[config.mk]
export PLATFORM = sky130hd
export DESIGN_NAME = sweep_counter_ctrl
export DESIGN_NICKNAME = d
export VERILOG_FILES = /design/src/rtl/sweep_counter_ctrl.sv
export SDC_FILE = /design/constraint.sdc
export NUM_CORES = 1
export LEC_CHECK = 0
export CELL_PAD_IN_SITES_DETAIL_PLACEMENT = 1
export CELL_PAD_IN_SITES_GLOBAL_PLACEMENT = 1
export CORE_ASPECT_RATIO = 1.4
export CORE_MARGIN = 2
export CORE_UTILIZATION = 39
export DETAILED_ROUTE_END_ITERATION = 8
export GPL_ROUTABILITY_DRIVEN = 0
export GPL_TIMING_DRIVEN = 0
export PLACE_DENSITY = 0.89
export REMOVE_ABC_BUFFERS = 1
export SETUP_SLACK_MARGIN = 0.3
export SYNTH_ARGS = -nofsm -noshare
export SYNTH_HDL_FRONTEND = slang
export SYNTH_SLANG_ARGS = --single-unit
[constraint.sdc]
create_clock -name clk -period 4.73 [get_ports clk]
set_input_delay 0.946 -clock clk [delete_from_list [all_inputs] [get_ports clk]]
set_output_delay 0.946 -clock clk [all_outputs]
set_load 0.05 [all_outputs]
[src/rtl/sweep_counter_ctrl.sv]
// Triangle-sweep sequencer for an N-bit loadable up/down counter: LOAD lo, count to hi, back to lo, repeat reps times.
// Define SWEEP_CHECK_EN to add a shadow counter that aborts the run with err when the counter disagrees.
module sweep_counter_ctrl #(
    parameter int N      = 4,
    parameter int REPS_W = 4
) (
    input  logic              clk,
    input  logic              rst,
    input  logic              start,
    input  logic [N-1:0]      lo,
    input  logic [N-1:0]      hi,
    input  logic [REPS_W-1:0] reps,
    input  logic              hold,
    input  logic [N-1:0]      cnt_q,
    input  logic              cnt_rco_b,
    output logic              cnt_en_b,
    output logic              cnt_load_b,
    output logic              cnt_up,
    output logic [N-1:0]      cnt_load_val,
    output logic              busy,
    output logic              done,
    output logic              err,
    output logic [REPS_W-1:0] sweep_cnt
);

    localparam logic [N-1:0]      ONE_N = 1;
    localparam logic [REPS_W-1:0] ONE_R = 1;

    typedef enum logic [2:0] {
        S_IDLE,
        S_LOAD,
        S_UP,
        S_DOWN,
        S_DONE
    } state_t;

    state_t              state;
    state_t              state_nx;
    logic [N-1:0]        lo_r;
    logic [N-1:0]        hi_r;
    logic [REPS_W-1:0]   reps_r;
    logic                accept;
    logic                reject;
    logic                sweep_inc;
    logic                fault;

    assign cnt_load_val = lo_r;

    always_comb begin
        state_nx   = state;
        accept     = 1'b0;
        reject     = 1'b0;
        sweep_inc  = 1'b0;
        cnt_en_b   = 1'b1;
        cnt_load_b = 1'b1;
        cnt_up     = 1'b1;
        case (state)
            S_IDLE: begin
                if (start) begin
                    if ((lo < hi) && (reps != '0)) begin
                        accept   = 1'b1;
                        state_nx = S_LOAD;
                    end else begin
                        reject = 1'b1;
                    end
                end
            end
            S_LOAD: begin
                cnt_en_b   = 1'b0;
                cnt_load_b = 1'b0;
                state_nx   = S_UP;
            end
            S_UP: begin
                cnt_en_b = hold;
                if (fault) begin
                    state_nx = S_IDLE;
                end else if (!hold && (cnt_q == hi_r - ONE_N)) begin
                    // The counter reaches hi_r on this edge, so turn around now.
                    state_nx = S_DOWN;
                end
            end
            S_DOWN: begin
                cnt_en_b = hold;
                cnt_up   = 1'b0;
                if (fault) begin
                    state_nx = S_IDLE;
                end else if (!hold && (cnt_q == lo_r + ONE_N)) begin
                    sweep_inc = 1'b1;
                    state_nx  = (sweep_cnt + ONE_R == reps_r) ? S_DONE : S_UP;
                end
            end
            S_DONE: begin
                state_nx = S_IDLE;
            end
            default: begin
                state_nx = S_IDLE;
            end
        endcase
    end

    always_ff @(posedge clk or posedge rst) begin
        if (rst) begin
            state     <= S_IDLE;
            lo_r      <= '0;
            hi_r      <= '0;
            reps_r    <= '0;
            sweep_cnt <= '0;
            busy      <= 1'b0;
            done      <= 1'b0;
            err       <= 1'b0;
        end else begin
            state <= state_nx;
            if (accept) begin
                lo_r      <= lo;
                hi_r      <= hi;
                reps_r    <= reps;
                sweep_cnt <= '0;
            end else if (sweep_inc) begin
                sweep_cnt <= sweep_cnt + ONE_R;
            end
            busy <= (state_nx == S_LOAD) || (state_nx == S_UP) || (state_nx == S_DOWN);
            done <= (state_nx == S_DONE);
            err  <= reject | fault;
        end
    end

`ifdef SWEEP_CHECK_EN
    logic [N-1:0] shadow_q;
    logic         counting;

    assign counting = (state == S_UP) || (state == S_DOWN);
    // rco_b is legitimately low only when counting down has reached zero.
    assign fault = counting &&
                   ((cnt_q != shadow_q) ||
                    (!cnt_rco_b && ((state == S_UP) || (shadow_q != '0))));

    always_ff @(posedge clk or posedge rst) begin
        if (rst) begin
            shadow_q <= '0;
        end else if (state == S_LOAD) begin
            shadow_q <= lo_r;
        end else if (counting && !hold) begin
            shadow_q <= (state == S_UP) ? shadow_q + ONE_N : shadow_q - ONE_N;
        end
    end
`else
    logic unused_rco_b;
    assign unused_rco_b = cnt_rco_b;
    assign fault        = 1'b0;
`endif

endmodule

Word-level counts from Yosys, hierarchy flattened
Cells that the tools add are included.
- add/subtract/negate cells: 3
- $lt $le $gt $ge: 1
- equal/unequal tests: 10
- mux-type cells: 19
- reduce and logical (&&, ||, !) cells: 10
- operator list (kind ; number):
    $mux W3 ; 5
    $eq A3 B2 Y1 const B ; 4
    $eq A4 B4 Y1 ; 3
    $pmux W3 S4 ; 1
    $mux W1 ; 10
    $add A4 B1 Y4 const B ; 2
    $mux W4 ; 2
    $eq A3 B1 Y1 const B ; 2
    $lt A4 B4 Y1 ; 1
    $reduce_bool A4 Y1 ; 1
    $sub A4 B1 Y4 const B ; 1
    $eq A3 B3 Y1 const B ; 1
    $logic_and A1 B1 Y1 ; 3
    $logic_not A3 Y1 ; 1
    $logic_or A1 B1 Y1 ; 2
    $pmux W1 S2 ; 1
    $reduce_bool A2 Y1 ; 1
    $reduce_or A2 Y1 ; 1
    $logic_not A1 Y1 ; 1
- register bits: 22
- input bits: 21
- word-level logic and storage cells: 51

Logic depth before layout (Yosys ltp)
- word-level depth: 8
- gate-level depth with buffers: 7
- depth with buffers taken out: 6

Worst setup path before layout
OpenSTA, ideal clock, no wires.
- path kind: in2out
- start: in hold
- end: out cnt_en_b
- arrival time: 1313 ps
- data required time: 3784 ps
- path slack: 2471 ps
- cell stages on the path: 1
- buffers on the path: 0
- path through: a21o_1
- word-level cells in the longest chain between the ends: 1
- ends and longest elaborated chain (item ; RTL line ; text):
    from (decl) ; 13 ; input logic hold,
    $pmux W1 S2 ; 57 ; case (state)
    to (decl) ; 16 ; output logic cnt_en_b,
No other way between the ends.

Final worst setup path
Ends and elaborated chain as after synthesis.

==> impl_metrics.csv <==
group,metric,value,unit
status,status,"completed",
clock_tree,post-cts-setup-buffer-count,0,
critical_path,rrSetupSlack,2.69,ns
power,power_density,544,mW/mm²
timing,post-route-period-util,0.717,
clock_tree,root_buffer,"clkbuf_8",
synth,syn_area,0.00124,mm²
power,p_leak,0.734,nW
critical_path,reg2regPathDepth,6,
critical_path,arrival,2.44,ns
final_layout,drive_gt1_frac,0.129,
timing,worst_pin_slew,0.948,ns
grt,antenna_found_initial,0,
final_layout,stdcell_count,186,
synth,post_synth.cell_area_avg,11.1,µm²
critical_path,crit_fanout,3,
worst_hold_path,hold_end,"hi_r[3]",
timing,rsz0062_at_grt,"false",
floorplanning,die_y,70.7,µm
timing,fin_ws,1.34,ns
floorplanning,fp-row-count,24,
synth,ys_seq_area_frac,0.444,
drt,antenna_left,0,
floorplanning,io_pins,35,
clock_tree,cts_hold_buffers,0,
critical_path,cp.required,3.78,ns
timing,fmax,295,MHz
grt,grt_use_total,0.189,
drt,drt-pass1-iter-count,4,
grt,grt_pass1_wl,5150,µm
final_layout,syn2layout_area_growth,35.6,%
place,dp_hpwl,2310,µm
clock_tree,cts.path.max_buffers,2,
drt,dr.first_iter.drc_count,20,
critical_path,cp_slowest_cell,"clkdlybuf4s50_1",
drt,viasPerCell,5.26,
drt,wl_per_cell,16.4,µm
place,dp_slack,1.34,ns
critical_path,setup.worst_path.end_class,"output pin",
timing,setup_viol,0,
timing,slew_headroom,0.366,
floorplanning,die_x,51.7,µm
critical_path,max_stage_delay,0.79,ns
timing,finalHoldViolCount,0,
drt,wirelength,3050,µm
timing,fin_setup_tns,0,ns
critical_path,reg2reg_from,"cnt_load_val[0]",
floorplanning,dieArea,0.00365,mm²
power,irDropWorstVdd,0.286,mV
worst_hold_path,min_from,"hi_r[3]",
drt,vias,978,
final_layout,nets,175,
final_layout,diodes,0,
worst_hold_path,holdPathStages,2,
clock_tree,cts_resized,0,
critical_path,worstSetupPathType,"in -> out",
synth,ys_warn_count,0,
clock_tree,clock-sinks,22,
grt,grt_overflow,0,
synth,syn-instance-count,112,
grt,grt_max_degree,23,
synth,synthFlopType,"dfrtp_1",
synth,synthArstFlopShare,1.00,
clock_tree,numCtsBuffers,3,
worst_hold_path,hold_path_class,"reg -> reg",
place,dp_cells,182,
drt,drc_errors,0,
grt,first_global_vias,1075,
critical_path,worst_path_most_repeated_cell,"clkdlybuf4s50_1",
floorplanning,start_util,0.405,
synth,synth_edf_count,0,
critical_path,path_cells,"clkdlybuf4s50_1 -> a21o_1 -> clkdlybuf4s50_1",
synth,ys_types,35,
timing,skew,0.00312,ns
critical_path,r2r_end,"sweep_cnt[2]",
clock_tree,clk-insertion-delay-late,0.26,ns
final_layout,final_core_util,0.549,
place,port_buffers,33,
critical_path,worstSetupStartpointType,"primary input",
run,cap_violations,0,
timing,period_needed,3.39,ns
timing,whs,0.515,ns
timing,slew_violations,0,
clock_tree,h-tree-depth,1,
clock_tree,clk_pin_slew,0.08,ns
floorplanning,coreArea,0.00306,mm²
clock_tree,cts_tree,"done",
synth,synth-seq-cells,22,
[cells in the mapped netlist (2+ instances only)]
| cell type | number | area (µm²) |
|---|---|---|
| and2_1 | 2 | 12.5 |
| dfrtp_1 | 22 | 551 |
| ha_1 | 6 | 75.1 |
| inv_1 | 9 | 33.8 |
| mux2_2 | 8 | 90.1 |
| nand2_1 | 6 | 22.5 |
| nand3_1 | 5 | 25.0 |
| nor2_1 | 2 | 7.51 |
| nor3_1 | 4 | 20.0 |
| o21ai_0 | 7 | 35.0 |
| xnor2_1 | 12 | 105 |
| xor2_1 | 6 | 52.6 |
[final cells by class]
cell class,instances,area [µm²]
Fill cell,331,1380
Multi-Input combinational cell,79,647
Sequential cell,22,551
Timing Repair Buffer,33,330
Tap cell,39,48.8
Clock buffer,3,41.3
Inverter,9,33.8
Clock inverter,1,30.0
[flip-flops by register name, indices dropped and copies added, names as in the netlist]
name and count:
cnt_load_val 4, hi_r 4, reps_r 4, sweep_cnt 4, state 3, busy 1
done 1, err 1
[power by group]
part / switching (mW) / internal (mW) / total [mW]
combinational: 0.244 / 0.191 / 0.435
sequential: 0.0625 / 0.245 / 0.308
clock: 0.0596 / 0.113 / 0.173
total: 0.366 / 0.549 / 0.915
[routing by layer]
| metal | vias to the layer above | track usage | wire [µm] |
|---|---|---|---|
| li1 | 462 | - | - |
| met1 | 485 | 0.222 | 1190 |
| met2 | 24 | 0.340 | 1710 |
| met3 | 7 | 0.0211 | 76 |
| met4 | 0 | 0.0789 | 71 |
| met5 | - | 0 | 0 |
[logic make-up after synthesis]
kind of cell	count (synthesis)	share of synthesized area
adders and majority gates	6	0.0605
xor gates and xnor gates	19	0.140
muxes	9	0.0817
AOI/OAI and AO/OA	15	0.0838
and+or+nand+nor	30	0.155
buffers and inverters	11	0.0343
DFF	22	0.444
[worst max path at each step]
stage	from	endpoint	cells after the start
after floorplan	hi[3]	sweep_cnt[2]	6
after detailed placement	hold	cnt_en_b	3
after CTS	hold	cnt_en_b	3
after global routing	hold	cnt_en_b	3
final	hold	cnt_en_b	3
after global placement	hold	cnt_en_b	3
[metrics by stage]
stage                     total power, mW  cell area [µm²]
after floorplan                     0.609             1230
after global placement              0.718             1610
after detailed placement            0.743             1610
after CTS                           0.928             1680
after global routing                0.973             1680
final                               0.915             1680
[worst max-delay path: cells and delay by family]
kind / cells / cell delay, ns
buf+inv: 2 / 1.35
compound gates: 1 / 0.15
[placed cells by master, fill, tap and decap left out, types with 2 or more instances in the layout]
master | netlist | final
ha_1 | 6 | 6
inv_1 | 9 | 9
nor3_1 | 4 | 4
dfrtp_1 | 22 | 22
xor2_1 | 6 | 6
nor2_1 | 2 | 2
nand2_1 | 6 | 6
clkbuf_8 | 0 | 3
and2_1 | 2 | 2
clkdlybuf4s50_1 | 0 | 33
xnor2_1 | 12 | 12
mux2_2 | 8 | 8
o21ai_0 | 7 | 7
nand3_1 | 5 | 5
No activity file was read; power rests on OpenSTA's default activity.
